File: src/rtl/ddr_packet_reader_pkg.sv
// Shared types, widths and length helpers for the DDR packet reader.
package ddr_pkt_pkg;

  localparam int DDR_W      = 256;
  localparam int LANE_W     = 32;
  localparam int LANES      = 8;
  localparam int LANE_IDX_W = $clog2(LANES);
  localparam int CNT_W      = 16;   // beat counters; covers any legal packet length

  typedef enum logic [2:0] {
    IDLE,
    REQ_HDR,
    WAIT_HDR,
    REQ_DATA,
    WAIT_DATA,
    SEND,
    FINISH
  } state_t;

  // Number of 32-bit beats needed to carry len bytes (rounded up).
  function automatic logic [CNT_W-1:0] bytes_to_beats(input logic [31:0] len);
    logic [31:0] b;
    b = (len + 32'd3) >> 2;
    return b[CNT_W-1:0];
  endfunction

  // Number of 256-bit DDR words needed to carry a beat count (rounded up).
  function automatic logic [CNT_W-1:0] beats_to_words(input logic [CNT_W-1:0] beats);
    logic [CNT_W:0] w;
    w = ({1'b0, beats} + (CNT_W+1)'(LANES - 1)) >> LANE_IDX_W;
    return w[CNT_W-1:0];
  endfunction

endpackage

File: src/rtl/ddr_packet_reader_if.sv
// Control, DDR read-request and transmit-stream signals of the packet reader.
interface ddr_packet_reader_if
  import ddr_pkt_pkg::*;
#(
  parameter int ADDR_W = 25
);
  logic              start;
  logic [ADDR_W-1:0] base_adr;
  logic              rd_rq;
  logic [ADDR_W-1:0] rd_adr;
  logic              rd_valid;
  logic [DDR_W-1:0]  rd_data;
  logic [LANE_W-1:0] tx_data;
  logic              tx_valid;
  logic              tx_ready;
  logic              tx_sop;
  logic              tx_eop;
  logic              busy;
  logic              done;
  logic              error;

  // Environment side: issues start, answers reads, accepts the stream.
  modport master (
    output start, base_adr, rd_valid, rd_data, tx_ready,
    input  rd_rq, rd_adr, tx_data, tx_valid, tx_sop, tx_eop, busy, done, error
  );

  // Reader side.
  modport slave (
    input  start, base_adr, rd_valid, rd_data, tx_ready,
    output rd_rq, rd_adr, tx_data, tx_valid, tx_sop, tx_eop, busy, done, error
  );
endinterface

File: src/rtl/ddr_packet_reader_unpacker.sv
// Holds one 256-bit DDR word and walks its eight 32-bit lanes, lane 0 first.
// stop_i ends the word early when the current lane is the packet's last beat.
module ddr_word_unpacker
  import ddr_pkt_pkg::*;
(
  input  logic              clk,
  input  logic              rst,
  input  logic              load_i,
  input  logic [DDR_W-1:0]  word_i,
  input  logic              ready_i,
  input  logic              stop_i,
  output logic              valid_o,
  output logic [LANE_W-1:0] lane_data_o,
  output logic              last_lane_o
);

  logic [DDR_W-1:0]      word_q;
  logic [LANE_IDX_W-1:0] lane_q;
  logic                  valid_q;
  logic [LANE_W-1:0]     lanes [LANES];

  genvar gi;
  generate
    for (gi = 0; gi < LANES; gi++) begin : g_lane
      assign lanes[gi] = word_q[gi*LANE_W +: LANE_W];
    end
  endgenerate

  assign valid_o     = valid_q;
  assign lane_data_o = lanes[lane_q];
  assign last_lane_o = (lane_q == LANE_IDX_W'(LANES - 1));

  // Capture a new word, or step to the next lane on each accepted beat.
  always_ff @(posedge clk or posedge rst) begin
    if (rst) begin
      word_q  <= '0;
      lane_q  <= '0;
      valid_q <= 1'b0;
    end else if (load_i) begin
      word_q  <= word_i;
      lane_q  <= '0;
      valid_q <= 1'b1;
    end else if (valid_q && ready_i) begin
      if (last_lane_o || stop_i) begin
        valid_q <= 1'b0;
      end else begin
        lane_q <= lane_q + LANE_IDX_W'(1);
      end
    end
  end

endmodule

File: src/rtl/ddr_packet_reader.sv
// Reads a length descriptor and payload from DDR and streams it as 32-bit beats.
// One read is outstanding at a time; a read timeout closes an already started
// packet with a zero-data eop beat so the transmitter never sees a dangling frame.
module ddr_packet_reader
  import ddr_pkt_pkg::*;
#(
  parameter int ADDR_W    = 25,
  parameter int MAX_BYTES = 1536,
  parameter int TIMEOUT   = 1024
)(
  input  logic               clk,
  input  logic               reset,
  ddr_packet_reader_if.slave bus
);

  localparam int TMO_W = $clog2(TIMEOUT);

  state_t            state_q, state_d;
  logic [ADDR_W-1:0] ptr_q, ptr_d;
  logic [CNT_W-1:0]  beats_q, beats_d;
  logic [CNT_W-1:0]  beat_cnt_q, beat_cnt_d;
  logic [TMO_W-1:0]  tmo_q, tmo_d;
  logic              error_q, error_d;
  logic              abort_q, abort_d;   // sending the closing zero beat after a timeout

  logic              unp_load;
  logic              unp_ready;
  logic              unp_valid;
  logic              unp_last;
  logic [LANE_W-1:0] unp_data;

  logic [31:0]       hdr_len;
  logic              tmo_expired;
  logic              is_eop;
  logic              tx_valid;
  logic              tx_fire;

  assign hdr_len     = bus.rd_data[31:0];
  assign tmo_expired = (tmo_q == TMO_W'(TIMEOUT - 1));
  assign is_eop      = (beat_cnt_q == beats_q - CNT_W'(1));
  assign tx_valid    = (state_q == SEND) && (abort_q || unp_valid);
  assign tx_fire     = tx_valid && bus.tx_ready;
  assign unp_ready   = bus.tx_ready && (state_q == SEND) && !abort_q;

  ddr_word_unpacker u_unpacker (
    .clk         (clk),
    .rst         (reset),
    .load_i      (unp_load),
    .word_i      (bus.rd_data),
    .ready_i     (unp_ready),
    .stop_i      (is_eop),
    .valid_o     (unp_valid),
    .lane_data_o (unp_data),
    .last_lane_o (unp_last)
  );

  // Outputs decode from registered state, so they hold steady while stalled.
  assign bus.rd_rq    = (state_q == REQ_HDR) || (state_q == REQ_DATA);
  assign bus.rd_adr   = ptr_q;
  assign bus.tx_valid = tx_valid;
  assign bus.tx_data  = (tx_valid && !abort_q) ? unp_data : '0;
  assign bus.tx_sop   = tx_valid && !abort_q && (beat_cnt_q == '0);
  assign bus.tx_eop   = tx_valid && (abort_q || is_eop);
  assign bus.busy     = (state_q != IDLE);
  assign bus.done     = (state_q == FINISH);
  assign bus.error    = error_q;

  // State and datapath registers.
  always_ff @(posedge clk or posedge reset) begin
    if (reset) begin
      state_q    <= IDLE;
      ptr_q      <= '0;
      beats_q    <= '0;
      beat_cnt_q <= '0;
      tmo_q      <= '0;
      error_q    <= 1'b0;
      abort_q    <= 1'b0;
    end else begin
      state_q    <= state_d;
      ptr_q      <= ptr_d;
      beats_q    <= beats_d;
      beat_cnt_q <= beat_cnt_d;
      tmo_q      <= tmo_d;
      error_q    <= error_d;
      abort_q    <= abort_d;
    end
  end

  // Next-state logic: descriptor fetch, word fetch, beat sequencing, timeout.
  always_comb begin
    state_d    = state_q;
    ptr_d      = ptr_q;
    beats_d    = beats_q;
    beat_cnt_d = beat_cnt_q;
    tmo_d      = '0;
    error_d    = error_q;
    abort_d    = abort_q;
    unp_load   = 1'b0;

    case (state_q)
      IDLE: begin
        if (bus.start) begin
          ptr_d      = bus.base_adr;
          error_d    = 1'b0;
          abort_d    = 1'b0;
          beat_cnt_d = '0;
          state_d    = REQ_HDR;
        end
      end

      REQ_HDR: state_d = WAIT_HDR;

      WAIT_HDR: begin
        if (bus.rd_valid) begin
          if (hdr_len == 32'd0 || hdr_len > 32'(MAX_BYTES)) begin
            error_d = 1'b1;
            state_d = FINISH;
          end else begin
            beats_d = bytes_to_beats(hdr_len);
            ptr_d   = ptr_q + ADDR_W'(1);
            state_d = REQ_DATA;
          end
        end else if (tmo_expired) begin
          error_d = 1'b1;
          state_d = FINISH;
        end else begin
          tmo_d = tmo_q + TMO_W'(1);
        end
      end

      REQ_DATA: state_d = WAIT_DATA;

      WAIT_DATA: begin
        if (bus.rd_valid) begin
          unp_load = 1'b1;
          state_d  = SEND;
        end else if (tmo_expired) begin
          error_d = 1'b1;
          if (beat_cnt_q != '0) begin
            abort_d = 1'b1;
            state_d = SEND;
          end else begin
            state_d = FINISH;
          end
        end else begin
          tmo_d = tmo_q + TMO_W'(1);
        end
      end

      SEND: begin
        if (tx_fire) begin
          beat_cnt_d = beat_cnt_q + CNT_W'(1);
          if (abort_q || is_eop) begin
            state_d = FINISH;
          end else if (unp_last) begin
            ptr_d   = ptr_q + ADDR_W'(1);
            state_d = REQ_DATA;
          end
        end
      end

      FINISH: state_d = IDLE;

      default: state_d = IDLE;
    endcase
  end

endmodule

File: src/flat_wrapper.sv
// flat-port wrapper written by rule: the top's interface ports become plain ports
module ddr_packet_reader_flat import ddr_pkt_pkg::*;
#(
  parameter int ADDR_W    = 25,
  parameter int MAX_BYTES = 1536,
  parameter int TIMEOUT   = 1024
)
  (clk, reset, bus_start, bus_base_adr, bus_rd_valid, bus_rd_data, bus_tx_ready, bus_rd_rq, bus_rd_adr, bus_tx_data, bus_tx_valid, bus_tx_sop, bus_tx_eop, bus_busy, bus_done, bus_error);
  ddr_packet_reader_if #(.ADDR_W(ADDR_W)) bus_i ();
  input  logic clk;
  input  logic reset;
  input wire logic [$bits(bus_i.start)-1:0] bus_start;
  input wire logic [$bits(bus_i.base_adr)-1:0] bus_base_adr;
  input wire logic [$bits(bus_i.rd_valid)-1:0] bus_rd_valid;
  input wire logic [$bits(bus_i.rd_data)-1:0] bus_rd_data;
  input wire logic [$bits(bus_i.tx_ready)-1:0] bus_tx_ready;
  output wire logic [$bits(bus_i.rd_rq)-1:0] bus_rd_rq;
  output wire logic [$bits(bus_i.rd_adr)-1:0] bus_rd_adr;
  output wire logic [$bits(bus_i.tx_data)-1:0] bus_tx_data;
  output wire logic [$bits(bus_i.tx_valid)-1:0] bus_tx_valid;
  output wire logic [$bits(bus_i.tx_sop)-1:0] bus_tx_sop;
  output wire logic [$bits(bus_i.tx_eop)-1:0] bus_tx_eop;
  output wire logic [$bits(bus_i.busy)-1:0] bus_busy;
  output wire logic [$bits(bus_i.done)-1:0] bus_done;
  output wire logic [$bits(bus_i.error)-1:0] bus_error;
  assign bus_i.start = bus_start;
  assign bus_i.base_adr = bus_base_adr;
  assign bus_i.rd_valid = bus_rd_valid;
  assign bus_i.rd_data = bus_rd_data;
  assign bus_i.tx_ready = bus_tx_ready;
  assign bus_rd_rq = bus_i.rd_rq;
  assign bus_rd_adr = bus_i.rd_adr;
  assign bus_tx_data = bus_i.tx_data;
  assign bus_tx_valid = bus_i.tx_valid;
  assign bus_tx_sop = bus_i.tx_sop;
  assign bus_tx_eop = bus_i.tx_eop;
  assign bus_busy = bus_i.busy;
  assign bus_done = bus_i.done;
  assign bus_error = bus_i.error;
  ddr_packet_reader #(.ADDR_W(ADDR_W), .MAX_BYTES(MAX_BYTES), .TIMEOUT(TIMEOUT)) u_core (.clk(clk), .reset(reset), .bus(bus_i));
endmodule
File: config.mk
export PLATFORM = sky130hd
export DESIGN_NAME = ddr_packet_reader_flat
export DESIGN_NICKNAME = d
export VERILOG_FILES = /design/src/rtl/ddr_packet_reader_pkg.sv /design/src/rtl/ddr_packet_reader_if.sv /design/src/rtl/ddr_packet_reader_unpacker.sv /design/src/rtl/ddr_packet_reader.sv /design/src/flat_wrapper.sv
export SDC_FILE = /design/constraint.sdc
export NUM_CORES = 1
export LEC_CHECK = 0
export CAP_MARGIN = 10
export CORE_MARGIN = 4
export CORE_UTILIZATION = 50
export CTS_BUF_LIST = sky130_fd_sc_hd__clkbuf_2
export DETAILED_ROUTE_END_ITERATION = 8
export DONT_BUFFER_PORTS = 1
export GPL_TIMING_DRIVEN = 0
export HOLD_SLACK_MARGIN = 0.02
export SYNTH_ARGS = -nofsm -noshare
export SYNTH_HDL_FRONTEND = slang
export SYNTH_SLANG_ARGS = --single-unit
File: constraint.sdc
create_clock -name clk -period 29.9 [get_ports clk]
set_input_delay 5.98 -clock clk [delete_from_list [all_inputs] [get_ports clk]]
set_output_delay 5.98 -clock clk [all_outputs]
set_load 0.005 [all_outputs]
==> results.md <==
- IR analysis of the VDD net gives a maximum drop of 49.5 µV.
- The fraction of power spent switching nets is 0.354.
- The cell area that synthesis handed to floorplanning was 0.0163 mm².
- Data on the critical path is required at its endpoint by 23,920 ps.
- The number of register bits inferred by synthesis is 332.
- The worst setup path is captured at an output pin.
- The maximum net fanout on the critical path is 8.
- The leakage power total is 7.28 nW.
- The final cycle utilization of the critical path is 0.332.
- Of the total power, the clock network draws 0.178.
- The length of routed wiring on met1 is 17.8 mm.
- The number of rows created at floorplan is 65.
- The first global-routing pass estimated 70.6 mm of wire.
- The number of standard cells after synthesis is 1,282.
- The count of hold-fix buffers inserted at cts is 0.
- The iteration-0 DRC count of the detailed router is 500.
- The net count reported at finish is 1,671.
- The amount of wire on met3 after detailed routing is 4.26 mm.
- After clock tree synthesis, the clock-pin slew on the worst setup and hold paths is 90 ps.
- Yosys mapped the design onto 67 distinct sky130hd cell types.
- The cell-internal power is 1.17 mW.
- At the worst endpoint, the arrival time is 3940 ps.
- The final weighted congestion in routability-driven placement is 0.904.
- The number of buffers created by CTS is 91.
- The tree built by TritonCTS fans out to 332 sinks.
- The destination of the worst hold path is u_core.tmo_q[0].
- STA classifies the critical path startpoint as a flop.
- Derived from the worst setup path, the maximum achievable clock frequency is 101 MHz.
- Along the worst hold path, the cell count comes to 1.
- The fill cell total of the finished layout is 2,839.
- In the routed layout, each cell is associated on average with a via count of 5.93.
- TritonCTS built the clock tree.
- During synthesis, Yosys emitted a total of 0 warnings.
- The H-tree was split into 3 levels.
- Once detail routing completed, the nets flagged for antenna violations numbered 0.
- The number of primary I/O pins is 350.
- In the detailed route, the total length drawn on met2 is 23.7 mm.
- The path class of the tightest hold or removal check is flop to flop.
- In this run the critical register-to-register path is launched from u_core.state_q[2].
- With fillers left out, the area of the finished cells amounts to 0.0178 mm².
- The number of detailed-routing iterations run before antenna repair is 5.
- Summing all multi-input logic gate instances after layout gives 0.00758 mm².
- The portion of total power attributed to sequential cells is 0.430.
- The fraction of the yosys area taken by sequential cells is 0.509.
- Summed over all nets, the switching power comes to 637 µW.
- The design draws 1.80 mW.
- The floorplan step defined a die boundary enclosing 0.0356 mm².
- The reg-to-reg setup timing slack is 26,470 ps.
- The area taken by flip-flops and latches is 0.00831 mm².
- The count of flip-flops with a built-in enable after synthesis is 0.
- Summed over all nets, the half-perimeter wirelength after detailed placement is 34.7 mm.
- Entering global routing, the biggest net connects 122 pins.
- The reported max-cap violation count is 0.
- The setup violation total in the final timing report is 0.
- The total core area is 0.0319 mm².
- The share of synthesized flip-flops with an asynchronous set or reset is 1.00.
- Setup repair after global routing left no endpoint under its margin.
- The number of buffers on the longest clock path is 3.
- The run finished with clean final reports.
- Headroom to the max-slew limit came out at 0.309.
- For this configuration, the core starts out at a cell density of 0.512.
- The most used flip-flop cell after synthesis is dfrtp_1.
- Detailed routing inserted a total of 11,200 vias.
- The final-report max-slew violation count is 0.
- Synthesis produced a netlist with a net count of 1,575.
- The initial antenna violation count is 28.
- The number of gates resized after CTS was 0.
- The floorplan step set the die height to 189 µm.
- The area of placed instances is 0.0170 mm².
- The shortest period the worst path allows is 9920 ps.
- The share of total power dissipated in combinational logic is 0.393.
- At the later pin of the worst-skew pair, clock insertion delay measures 970 ps.
- The worst flop-to-flop path endpoint is u_core.u_unpacker.word_q[1].
- The detailed router used layers up to and including met5.
- The average cell area after synthesis is 12.7 µm².
- The critical path in this run is classified as flop to output pin.
- The fraction of final layout cells with drive strength greater than 1 is 0.346.
- For this run, the total global-route usage over all layers was measured as 0.261.
- The clock skew is 68.4 ps.
- The actual slew at the worst max-slew pin is 1040 ps.
- The hold violation count in the final report is 0.
- Measured along the x axis, the die boundary spans 189 µm.
- In the final timing run, aggregate negative setup slack is 0 ps.
- The routed length per instance is 24.9 µm.
- The via count of the first global-routing pass came to 11,800.
- Buffers placed on the I/O ports in this run total 0.
- The worst register-to-register path has a depth of 7.
- After detailed routing, the total wire length is 47.0 mm.
- After clock tree synthesis, the setup repair step added 0 buffers.
- The post-synthesis to final-layout area growth is 8.95%.
- For this run, design rule violations remaining after detail routing come to 0.
- The worst hold path begins at u_core.tmo_q[0].
- The clock tree root buffer cell is clkbuf_2.
- For this run the aggregate overflow at the end of global routing stands at 0.
- Dividing total power by cell area gives a power density of 101 mW/mm².
worst max path at each step:
stage	start	endpoint	cells past startpoint
2_1_floorplan	reset	u_core.abort_q	1
3_3_place_gp	reset	u_core.u_unpacker.word_q[210]	1
3_5_place_dp	u_core.u_unpacker.lane_q[0]	bus_tx_data[26]	5
4_1_cts	u_core.beats_q[0]	bus_tx_eop	10
5_1_grt	u_core.beats_q[0]	bus_tx_eop	10
6_report	u_core.beats_q[0]	bus_tx_eop	10
per-layer routing:
metal,GRT usage,vias up
li1,-,5004
met4,0.0827,30
met3,0.109,111
met2,0.445,425
met1,0.300,5633
met5,0,-
flip-flops by register name, summed over array words and instances (netlist names):
signal                     count
u_core.u_unpacker.word_q     256
u_core.bus.rd_adr             25
u_core.beat_cnt_q             16
u_core.beats_q                16
u_core.tmo_q                  10
u_core.state_q                 3
u_core.u_unpacker.lane_q       3
u_core.abort_q                 1
u_core.bus.error               1
u_core.u_unpacker.valid_o      1
kinds of logic after synthesis:
| family | count (synthesis) | share of synthesized area |
|---|---|---|
| AOI/OAI and AO/OA | 164 | 0.0648 |
| buffers and inverters | 101 | 0.0266 |
| adders and majority gates | 7 | 0.00536 |
| muxes | 353 | 0.285 |
| xor gates and xnor gates | 42 | 0.0225 |
| DFF | 332 | 0.509 |
| and+or+nand+nor | 283 | 0.0866 |
layout by cell type (no fill, tap or decap), types with 23 or more instances in the layout:
cell       count
nor2_1        78
clkbuf_2     137
dfrtp_1      332
xor2_1        23
a21oi_1       42
mux2i_1       32
nand2_1       68
a2bb2oi_1     26
o21ai_0       49
mux2_2       257
mux4_2        64
clkbuf_1      61
nand3_1       31
Yosys cell counts (8+ instances only):
master | count | area, µm²
dfrtp_1 | 332 | 8310
mux2_2 | 257 | 2890
nor2_1 | 78 | 293
nand2_1 | 68 | 255
mux4_2 | 64 | 1440
clkbuf_1 | 61 | 229
o21ai_0 | 49 | 245
a21oi_1 | 42 | 210
mux2i_1 | 32 | 320
nand3_1 | 31 | 155
a2bb2oi_1 | 26 | 228
xor2_1 | 23 | 201
xnor2_1 | 19 | 166
inv_1 | 17 | 63.8
nand4_1 | 17 | 106
nor4_1 | 16 | 100
nor3_1 | 14 | 70.1
or3_1 | 12 | 75.1
and2_1 | 11 | 68.8
o22ai_1 | 10 | 62.6
buf_1 | 8 | 30.0
power groups by stage:
stage / clock [mW] / combinational, mW / sequential [mW]
6_report: 0.321 / 0.708 / 0.774
5_1_grt: 0.356 / 0.774 / 0.799
4_1_cts: 0.333 / 0.714 / 0.773
3_5_place_dp: 0 / 0.711 / 0.782
3_3_place_gp: 0 / 0.696 / 0.776
2_1_floorplan: 0 / 0.574 / 0.738
cell type report:
| class | instances | share of cell area |
|---|---|---|
| flip-flops and latches | 332 | 0.467 |
| multi-input cells | 849 | 0.426 |
| clock buffers | 136 | 0.0383 |
| well taps | 435 | 0.0306 |
| plain buffers | 84 | 0.0208 |
| clock inverters | 18 | 0.00626 |
| repair buffers | 3 | 0.00464 |
| inverters | 17 | 0.00401 |
| diodes | 14 | 0.00197 |
critical path: stages (launching register included):
cell	delay, ps
dfrtp_1	450
inv_1	110
ha_1	140
buf_4	140
or3b_1	340
buf_2	170
nor4_1	440
a211oi_2	140
o31ai_2	260
nand4_1	360
a21boi_0	430
per-stage QoR:
step / hold slack (ps) / worst slack, ps / instances / util
final: 498 / 19980 / 1888 / 0.558
after CTS: 503 / 19940 / 1874 / 0.557
after global placement: 478 / 10880 / 1717 / 0.529
after detailed placement: 490 / 21080 / 1720 / 0.532
after global routing: 525 / 19640 / 1885 / 0.558
after floorplan: 455 / 14720 / 1282 / -
Note: power is estimated with default switching activity, not from simulation.
